`src/rtl/spi_cmd_pkg.sv`:
```
// Shared encodings for the SPI command sequencer: commands, FSM states,
// frame-field offsets, STATUS word layout and the reserved-address window.
package spi_cmd_pkg;

  localparam int DEF_CMD_W  = 2;
  localparam int DEF_ADDR_W = 6;
  localparam int DEF_DATA_W = 12;

  typedef enum logic [1:0] {
    CMD_NOP    = 2'd0,
    CMD_WRITE  = 2'd1,
    CMD_READ   = 2'd2,
    CMD_STATUS = 2'd3
  } cmd_e;

  typedef enum logic [1:0] {
    ST_IDLE  = 2'd0,
    ST_ISSUE = 2'd1,
    ST_RESP  = 2'd2
  } state_e;

  // STATUS data-field layout: {pad, ovr, timeout, ill, 0, frame_cnt[7:0]}
  localparam int ST_OVR_BIT = 11;
  localparam int ST_TMO_BIT = 10;
  localparam int ST_ILL_BIT = 9;
  localparam int ST_CNT_W   = 8;

  // The top RSV_SPAN addresses of the register space are reserved.
  localparam int RSV_SPAN = 4;

  function automatic int rsv_base(int addr_w);
    return (1 << addr_w) - RSV_SPAN;
  endfunction

  // Frame = {cmd, addr, data}, data at bit 0.
  function automatic int addr_lsb(int data_w);
    return data_w;
  endfunction

  function automatic int cmd_lsb(int addr_w, int data_w);
    return addr_w + data_w;
  endfunction

endpackage

```
`src/rtl/spi_cmd_ctrl_if.sv`:
```
// Register-bus handshake between the command sequencer (master) and the
// register file (slave).
interface spi_cmd_ctrl_if
  import spi_cmd_pkg::*;
#(
  parameter int ADDR_W = DEF_ADDR_W,
  parameter int DATA_W = DEF_DATA_W
);
  logic              BUS_REQ;
  logic              BUS_WE;
  logic [ADDR_W-1:0] BUS_ADDR;
  logic [DATA_W-1:0] BUS_WDATA;
  logic              BUS_ACK;
  logic [DATA_W-1:0] BUS_RDATA;

  modport master (
    output BUS_REQ, BUS_WE, BUS_ADDR, BUS_WDATA,
    input  BUS_ACK, BUS_RDATA
  );

  modport slave (
    input  BUS_REQ, BUS_WE, BUS_ADDR, BUS_WDATA,
    output BUS_ACK, BUS_RDATA
  );
endinterface

```
`src/rtl/spi_cmd_timeout.sv`:
```
// Loadable up-counter with synchronous clear; expired is high while the
// count equals lim.
module spi_cmd_timeout #(
  parameter int W = 8
) (
  input  logic         CLK_SYS,
  input  logic         RSTN,
  input  logic         clr,
  input  logic         ld,
  input  logic [W-1:0] ld_val,
  input  logic         en,
  input  logic [W-1:0] lim,
  output logic         expired
);
  logic [W-1:0] cnt;

  // NOTE: reset is sampled on the clock edge only (synchronous), so it is
  // not in the sensitivity list.
  always_ff @(posedge CLK_SYS) begin
    if (!RSTN)    cnt <= '0;
    else if (clr) cnt <= '0;
    else if (ld)  cnt <= ld_val;
    else if (en)  cnt <= cnt + 1'b1;
  end

  assign expired = (cnt == lim);
endmodule

```
`src/rtl/spi_cmd_ctrl.sv`:
```
// Decodes each completed SPI frame into a register-bus command, runs it with
// a timeout, and loads the response word shifted out on the next frame.
module spi_cmd_ctrl
  import spi_cmd_pkg::*;
#(
  parameter int          CMD_W   = DEF_CMD_W,
  parameter int          ADDR_W  = DEF_ADDR_W,
  parameter int          DATA_W  = DEF_DATA_W,
  parameter logic [7:0]  TIMEOUT = 8'd64,
  localparam int         FRAME_W = CMD_W + ADDR_W + DATA_W
) (
  input  logic               CLK_SYS,
  input  logic               RSTN,
  input  logic               SPI_DRDY,
  input  logic [FRAME_W-1:0] SPI_RX,
  output logic [FRAME_W-1:0] SPI_TX,
  output logic               BUSY,
  spi_cmd_ctrl_if.master     bus
);
  localparam int                ADDR_LSB = addr_lsb(DATA_W);
  localparam int                CMD_LSB  = cmd_lsb(ADDR_W, DATA_W);
  localparam logic [ADDR_W-1:0] RSV_BASE = ADDR_W'(rsv_base(ADDR_W));
  localparam logic [7:0]        TMO_LIM  = TIMEOUT - 8'd1;

  state_e               state_q, state_nxt;
  logic                 drdy_dly;
  logic [CMD_W-1:0]     cmd_q,   cmd_nxt;
  logic [ADDR_W-1:0]    addr_q,  addr_nxt;
  logic [DATA_W-1:0]    data_q,  data_nxt;
  logic [FRAME_W-1:0]   tx_q,    tx_nxt;
  logic                 req_q,   req_nxt;
  logic                 we_q,    we_nxt;
  logic [ST_CNT_W-1:0]  fcnt_q,  fcnt_nxt;
  logic                 ovr_q,   ovr_nxt;
  logic                 tmo_q,   tmo_nxt;
  logic                 ill_q,   ill_nxt;
  logic                 tmo_clr, tmo_en, tmo_exp;

  logic                 frame_evt;
  logic [CMD_W-1:0]     rx_cmd;
  logic [ADDR_W-1:0]    rx_addr;
  logic [DATA_W-1:0]    rx_data;
  logic [DATA_W-1:0]    st_data;

  assign frame_evt = SPI_DRDY & ~drdy_dly;
  assign rx_cmd    = SPI_RX[CMD_LSB +: CMD_W];
  assign rx_addr   = SPI_RX[ADDR_LSB +: ADDR_W];
  assign rx_data   = SPI_RX[DATA_W-1:0];

  spi_cmd_timeout #(.W(8)) u_timeout (
    .CLK_SYS (CLK_SYS),
    .RSTN    (RSTN),
    .clr     (tmo_clr),
    .ld      (1'b0),
    .ld_val  (8'd0),
    .en      (tmo_en),
    .lim     (TMO_LIM),
    .expired (tmo_exp)
  );

  // STATUS reports the frames accepted before the STATUS frame itself.
  always_comb begin
    st_data                 = '0;
    st_data[ST_OVR_BIT]     = ovr_q;
    st_data[ST_TMO_BIT]     = tmo_q;
    st_data[ST_ILL_BIT]     = ill_q;
    st_data[ST_CNT_W-1:0]   = fcnt_q;
  end

  // NOTE: every output of this block gets a default first so no path leaves
  // a variable unassigned, which would otherwise infer a latch.
  always_comb begin
    state_nxt = state_q;
    cmd_nxt   = cmd_q;
    addr_nxt  = addr_q;
    data_nxt  = data_q;
    tx_nxt    = tx_q;
    req_nxt   = req_q;
    we_nxt    = we_q;
    fcnt_nxt  = fcnt_q;
    ovr_nxt   = ovr_q;
    tmo_nxt   = tmo_q;
    ill_nxt   = ill_q;
    tmo_clr   = 1'b0;
    tmo_en    = 1'b0;

    unique case (state_q)
      ST_IDLE: begin
        if (frame_evt) begin
          cmd_nxt   = rx_cmd;
          addr_nxt  = rx_addr;
          data_nxt  = rx_data;
          fcnt_nxt  = fcnt_q + 8'd1;
          state_nxt = ST_RESP;
          case (rx_cmd)
            CMD_W'(CMD_STATUS): begin
              tx_nxt  = {rx_cmd, rx_addr, st_data};
              ovr_nxt = 1'b0;
              tmo_nxt = 1'b0;
              ill_nxt = 1'b0;
            end
            CMD_W'(CMD_WRITE), CMD_W'(CMD_READ): begin
              if (rx_addr >= RSV_BASE) begin
                ill_nxt = 1'b1;
                tx_nxt  = {rx_cmd, rx_addr, {DATA_W{1'b1}}};
              end else begin
                req_nxt   = 1'b1;
                we_nxt    = (rx_cmd == CMD_W'(CMD_WRITE));
                tmo_clr   = 1'b1;
                state_nxt = ST_ISSUE;
              end
            end
            default: tx_nxt = SPI_RX;
          endcase
        end
      end
      ST_ISSUE: begin
        if (bus.BUS_ACK) begin
          req_nxt   = 1'b0;
          tx_nxt    = {cmd_q, addr_q, we_q ? data_q : bus.BUS_RDATA};
          state_nxt = ST_RESP;
        end else if (tmo_exp) begin
          req_nxt   = 1'b0;
          tmo_nxt   = 1'b1;
          tx_nxt    = {cmd_q, addr_q, {DATA_W{1'b1}}};
          state_nxt = ST_RESP;
        end else begin
          tmo_en = 1'b1;
        end
      end
      ST_RESP: state_nxt = ST_IDLE;
      default: state_nxt = ST_IDLE;
    endcase

    // A frame arriving mid-transaction is dropped; only the flag records it.
    if (frame_evt && state_q != ST_IDLE) ovr_nxt = 1'b1;
  end

  always_ff @(posedge CLK_SYS) begin
    if (!RSTN) begin
      state_q  <= ST_IDLE;
      drdy_dly <= 1'b0;
      cmd_q    <= '0;
      addr_q   <= '0;
      data_q   <= '0;
      tx_q     <= '0;
      req_q    <= 1'b0;
      we_q     <= 1'b0;
      fcnt_q   <= '0;
      ovr_q    <= 1'b0;
      tmo_q    <= 1'b0;
      ill_q    <= 1'b0;
    end else begin
      state_q  <= state_nxt;
      drdy_dly <= SPI_DRDY;
      cmd_q    <= cmd_nxt;
      addr_q   <= addr_nxt;
      data_q   <= data_nxt;
      tx_q     <= tx_nxt;
      req_q    <= req_nxt;
      we_q     <= we_nxt;
      fcnt_q   <= fcnt_nxt;
      ovr_q    <= ovr_nxt;
      tmo_q    <= tmo_nxt;
      ill_q    <= ill_nxt;
    end
  end

  assign SPI_TX        = tx_q;
  assign BUSY          = (state_q != ST_IDLE);
  assign bus.BUS_REQ   = req_q;
  assign bus.BUS_WE    = we_q;
  assign bus.BUS_ADDR  = addr_q;
  assign bus.BUS_WDATA = data_q;
endmodule

```
`src/flat_wrapper.sv`:
```
// flat-port wrapper written by rule: the top's interface ports become plain ports
module spi_cmd_ctrl_flat import spi_cmd_pkg::*;
#(
  parameter int          CMD_W   = DEF_CMD_W,
  parameter int          ADDR_W  = DEF_ADDR_W,
  parameter int          DATA_W  = DEF_DATA_W,
  parameter logic [7:0]  TIMEOUT = 8'd64,
  localparam int         FRAME_W = CMD_W + ADDR_W + DATA_W
)
  (CLK_SYS, RSTN, SPI_DRDY, SPI_RX, SPI_TX, BUSY, bus_BUS_REQ, bus_BUS_WE, bus_BUS_ADDR, bus_BUS_WDATA, bus_BUS_ACK, bus_BUS_RDATA);
  spi_cmd_ctrl_if #(.ADDR_W(ADDR_W), .DATA_W(DATA_W)) bus_i ();
  input  logic CLK_SYS;
  input  logic RSTN;
  input  logic SPI_DRDY;
  input  logic [FRAME_W-1:0] SPI_RX;
  output logic [FRAME_W-1:0] SPI_TX;
  output logic BUSY;
  output wire logic [$bits(bus_i.BUS_REQ)-1:0] bus_BUS_REQ;
  output wire logic [$bits(bus_i.BUS_WE)-1:0] bus_BUS_WE;
  output wire logic [$bits(bus_i.BUS_ADDR)-1:0] bus_BUS_ADDR;
  output wire logic [$bits(bus_i.BUS_WDATA)-1:0] bus_BUS_WDATA;
  input wire logic [$bits(bus_i.BUS_ACK)-1:0] bus_BUS_ACK;
  input wire logic [$bits(bus_i.BUS_RDATA)-1:0] bus_BUS_RDATA;
  assign bus_BUS_REQ = bus_i.BUS_REQ;
  assign bus_BUS_WE = bus_i.BUS_WE;
  assign bus_BUS_ADDR = bus_i.BUS_ADDR;
  assign bus_BUS_WDATA = bus_i.BUS_WDATA;
  assign bus_i.BUS_ACK = bus_BUS_ACK;
  assign bus_i.BUS_RDATA = bus_BUS_RDATA;
  spi_cmd_ctrl #(.CMD_W(CMD_W), .ADDR_W(ADDR_W), .DATA_W(DATA_W), .TIMEOUT(TIMEOUT)) u_core (.CLK_SYS(CLK_SYS), .RSTN(RSTN), .SPI_DRDY(SPI_DRDY), .SPI_RX(SPI_RX), .SPI_TX(SPI_TX), .BUSY(BUSY), .bus(bus_i));
endmodule
```
`config.mk`:
```
export PLATFORM = sky130hd
export DESIGN_NAME = spi_cmd_ctrl_flat
export DESIGN_NICKNAME = d
export VERILOG_FILES = /design/src/rtl/spi_cmd_pkg.sv /design/src/rtl/spi_cmd_ctrl_if.sv /design/src/rtl/spi_cmd_timeout.sv /design/src/rtl/spi_cmd_ctrl.sv /design/src/flat_wrapper.sv
export SDC_FILE = /design/constraint.sdc
export NUM_CORES = 1
export LEC_CHECK = 0
export CAP_MARGIN = 20
export CORE_MARGIN = 2
export CORE_UTILIZATION = 40
export CTS_CLUSTER_SIZE = 16
export DETAILED_ROUTE_END_ITERATION = 8
export GPL_TIMING_DRIVEN = 0
export PLACE_DENSITY = 0.7
export SYNTH_ARGS = -nofsm -noshare
export SYNTH_HDL_FRONTEND = slang
export SYNTH_SLANG_ARGS = --single-unit
```
`constraint.sdc`:
```
create_clock -name CLK_SYS -period 1.6 [get_ports CLK_SYS]
set_input_delay 0.24 -clock CLK_SYS [delete_from_list [all_inputs] [get_ports CLK_SYS]]
set_output_delay 0.24 -clock CLK_SYS [all_outputs]
set_load 0.02 [all_outputs]
```
==> metrics.csv <==
stage,metric,value,unit
outcome,result of the run,"complete, no violations",
yosys,cell area after technology mapping,0.003085,mm²
sta,final slew viol count,0,
final_layout,Seq. cell area,0.001289,mm²
routing,total via count after detailed routing,3021,
global_routing,initial antenna violation count,0,
final_layout,share of layout cells above drive strength 1,15.48,%
routing,count of nets left with antenna violations after detail routing,0,
yosys,"Warnings, synthesis",0,
final_layout,final net count,514,
pwr,sequential fraction of design power,44.0,%
pwr,Peak supply drop,0.5111,mV
routing,first-pass iteration count of the detailed router,4,
global_routing,gr ovfl total,0,
sta,clk_skew,0.008240,ns
routing,wire length per cell after detailed routing,15.29,µm
placement,Post-DP HPWL,6.172,mm
sta,setup violators final,0,
critical_path,highest fanout seen on the critical path,7,
cts,hold-fix buffers at CTS,0,
sta,Max Fclk,628.7,MHz
sta,least setup slack across all paths after layout,0.009361,ns
die,Starting Density,40.56,%
placement,port buffer count,75,
placement,placed cell count,551,
die,Die Outline Area,0.008432,mm²
yosys,share of flip-flops with an asynchronous set or reset,0,%
yosys,sequential cell area fraction in the yosys report,41.52,%
placement,placed instance area,0.003986,mm²
cts,TritonCTS sink count,64,
die,FP Rows,32,
die,placeable core area,0.007607,mm²
die,number of top-level pins,77,
final_layout,fill cell count,681,
final_layout,"commonest cells after routing, fill and taps aside","90 x sky130_fd_sc_hd__nand2_1, 60 x sky130_fd_sc_hd__dfxtp_1, 57 x sky130_fd_sc_hd__clkdlybuf4s50_1, 43 x sky130_fd_sc_hd__a21oi_1, 32 x sky130_fd_sc_hd__mux2i_1",
yosys,commonest register cell after synthesis,sky130_fd_sc_hd__dfxtp_1,
global_routing,GR Util All Layers,20.99,%
global_routing,vias in the first global route,2831,
final_layout,most common library cell in the layout ignoring fill and taps,sky130_fd_sc_hd__nand2_1,
pwr,Internal Pwr Total,2813,µW
critical_path,crit end category,flip-flop,
pwr,clock share of power,32.0,%
sta,setup repair after global routing missed its margin,yes,
routing,Post-Route WL,8.870,mm
cts,worst-skew pair later-pin latency,0.35,ns
final_layout,area of combinational cells with multiple inputs,0.001793,mm²
yosys,distinct cell type count after synthesis,43,
sta,min Tclk post-route,1.591,ns
final_layout,Post-Layout Cell Count,580,
pwr,ratio of total power to cell area,902.8,mW/mm²
die,die boundary height,91.83,µm
yosys,average size of a mapped cell,8.250,µm²
yosys,Yosys top cell area share,41.52,%
sta,Final period util,99.41,%
routing,Via density,5.209,
critical_path,Required @ worst endpoint,1.88,ns
placement,worst setup timing slack at the placement stage,-0.8645,ns
global_routing,wire length of the first global-routing pass,13.96,mm
yosys,largest area contributor in the synthesized netlist,sky130_fd_sc_hd__dfxtp_1,
final_layout,final core utilization,58.85,%
critical_path,endpoint of the lowest-slack register-to-register path,u_core.SPI_TX[9],
pwr,switching share of power,30.40,%
cts,clock input transition at the sequential cells of the worst setup and hold paths,0.08,ns
routing,Initial DRC Count,176,
critical_path,end point of the critical path,u_core.u_timeout.cnt[5],
cts,maximum level of the CTS H-tree,3,
critical_path,arrival time reported for the critical path endpoint,1.87,ns
final_layout,Ant. Diodes,0,
yosys,synthesized flop and latch total,64,
sta,relative slew slack,59.49,%
critical_path,source of the critical timing path,bus_BUS_ACK,
cts,number of CTS-inserted buffers,9,
hold_path,worst hold path depth,3,
critical_path,Setup crit start kind,input port,
routing,number of design rule violations left after detail routing,0,
placement,routability congestion estimate from global placement,0.8648,
flow_run,max_cap viols,0,
final_layout,area of all placed cells without fillers,0.004477,mm²
cts,TritonCTS clock tree,built,
cts,Max clock buf depth,2,
sta,Worst Tran Pin Value,0.6076,ns
yosys,number of enable flip-flop cells after synthesis,0,
die,width of the chip,91.83,µm
critical_path,r2r setup slk,0.02,ns
global_routing,largest net degree at the start of global routing,12,
final_layout,area delta synth->final,45.09,%
cts,root buffer selected by CTS,sky130_fd_sc_hd__clkbuf_8,
yosys,largest cells by area after synthesis,"sky130_fd_sc_hd__dfxtp_1 42%, sky130_fd_sc_hd__nand2_1 11%, sky130_fd_sc_hd__mux2i_1 11%",
yosys,net count after synthesis,415,
critical_path,Worst Reg2Reg Path Length in Cells,7,
critical_path,start-to-end type of the worst setup path,input port to flip-flop,
sta,final-layout worst hold slack,0.1855,ns
pwr,Logic pwr share,24.0,%
sta,final number of hold-violating endpoints,0,
pwr,leakage power,0.001913,µW
pwr,net switching power,1229,µW
yosys,instance count of the mapped netlist,374,
critical_path,worst reg2reg path startpoint,u_core.u_timeout.cnt[0],
hold_path,class of the most critical hold timing path,input port to flip-flop,
## critical path: stages
cell                              delay, ns
sky130_fd_sc_hd__clkdlybuf4s50_1       0.54
sky130_fd_sc_hd__nand2b_1              0.29
sky130_fd_sc_hd__a211oi_2              0.30
sky130_fd_sc_hd__or3b_1                0.37
sky130_fd_sc_hd__a21oi_1               0.14
## what timing repair did
item	CTS	global route
cloned	1	0
resized for setup	28	42
endpoints found under the setup margin	46	57
pin swaps	4	11
buffers inserted	9	3
## layout make-up
cell class	instances	share of cell area, %
Sequential cell	64	28.79
Multi-Input combinational cell	281	40.05
Clock inverter	5	0.6987
Tap cell	102	2.851
Inverter	4	0.3354
Clock buffer	11	3.382
Buffer	25	3.494
Timing Repair Buffer	88	20.40
## metal layers
metal / global-route usage [%] / part of all wire [%] / vias to the layer above
met5: 0 / 0 / -
met3: 3.205 / 4.8 / 14
met1: 27.31 / 44 / 1415
li1: - / - / 1497
met4: 7.836 / 1.7 / 0
met2: 35.17 / 49 / 95
## stage by stage
step	power, µW	TNS, ns
finish	4042	0
global route	4210	-0.7546
CTS	4014	-0.006107
detailed placement	2674	-28.54
global placement	2660	-26.89
floorplan	2282	-0.04601
## cells in the mapped netlist, drive strengths merged (2+ instances only)
cell type	instances
dfxtp	64
ha	5
clkbuf	14
or2	2
nand3	4
nand4	4
nor2	15
a311oi	8
xor2	6
nor2b	2
nor3b	2
and2	4
inv	4
o21ai	25
buf	11
mux2i	33
a21oi	48
nand2	92
a211oi	3
and4	2
nand2b	5
xnor2	5
## sequential cells by signal (all words and copies together), names as in the netlist
signal and flops:
u_core.bus.BUS_REQ 1, u_core.ovr_q 1, u_core.fcnt_q 8, u_core.u_timeout.cnt 8
u_core.bus.BUS_WE 1, u_core.tmo_q 1, u_core.SPI_TX 20, u_core.ill_q 1
u_core.drdy_dly 1, u_core.state_q 2, u_core.bus.BUS_WDATA 12, u_core.bus.BUS_ADDR 6
u_core.cmd_q 2
## power by group through the flow
stage	combinational, µW	sequential (µW)	clock (µW)
after floorplan	380	1900	0
after global placement	854	1810	0
after detailed placement	866	1810	0
after CTS	937	1770	1300
after global routing	1040	1790	1380
final	971	1780	1290
## cell families after synthesis
family,Yosys count,synth area share [%]
AO/OA/AOI/OAI,91,17.32
XOR/XNOR,11,3.122
adder cells (fa/ha/maj),5,2.028
buffers and inverters,29,4.380
flip-flops,64,41.52
multiplexers,33,10.71
AND/OR/NAND/NOR,141,20.92
## worst min path at each step
stage / end / slack (ns) / from
finish: u_core.bus.BUS_ADDR[3] / 0.19 / SPI_RX[15]
global route: u_core.bus.BUS_ADDR[2] / 0.21 / SPI_RX[14]
CTS: u_core.cmd_q[0] / 0.28 / SPI_RX[18]
detailed placement: u_core.cmd_q[1] / 0.45 / u_core.cmd_q[1]
global placement: u_core.cmd_q[1] / 0.44 / u_core.cmd_q[1]
floorplan: u_core.drdy_dly / 0.36 / SPI_DRDY
(Power assumes the default switching activity.)
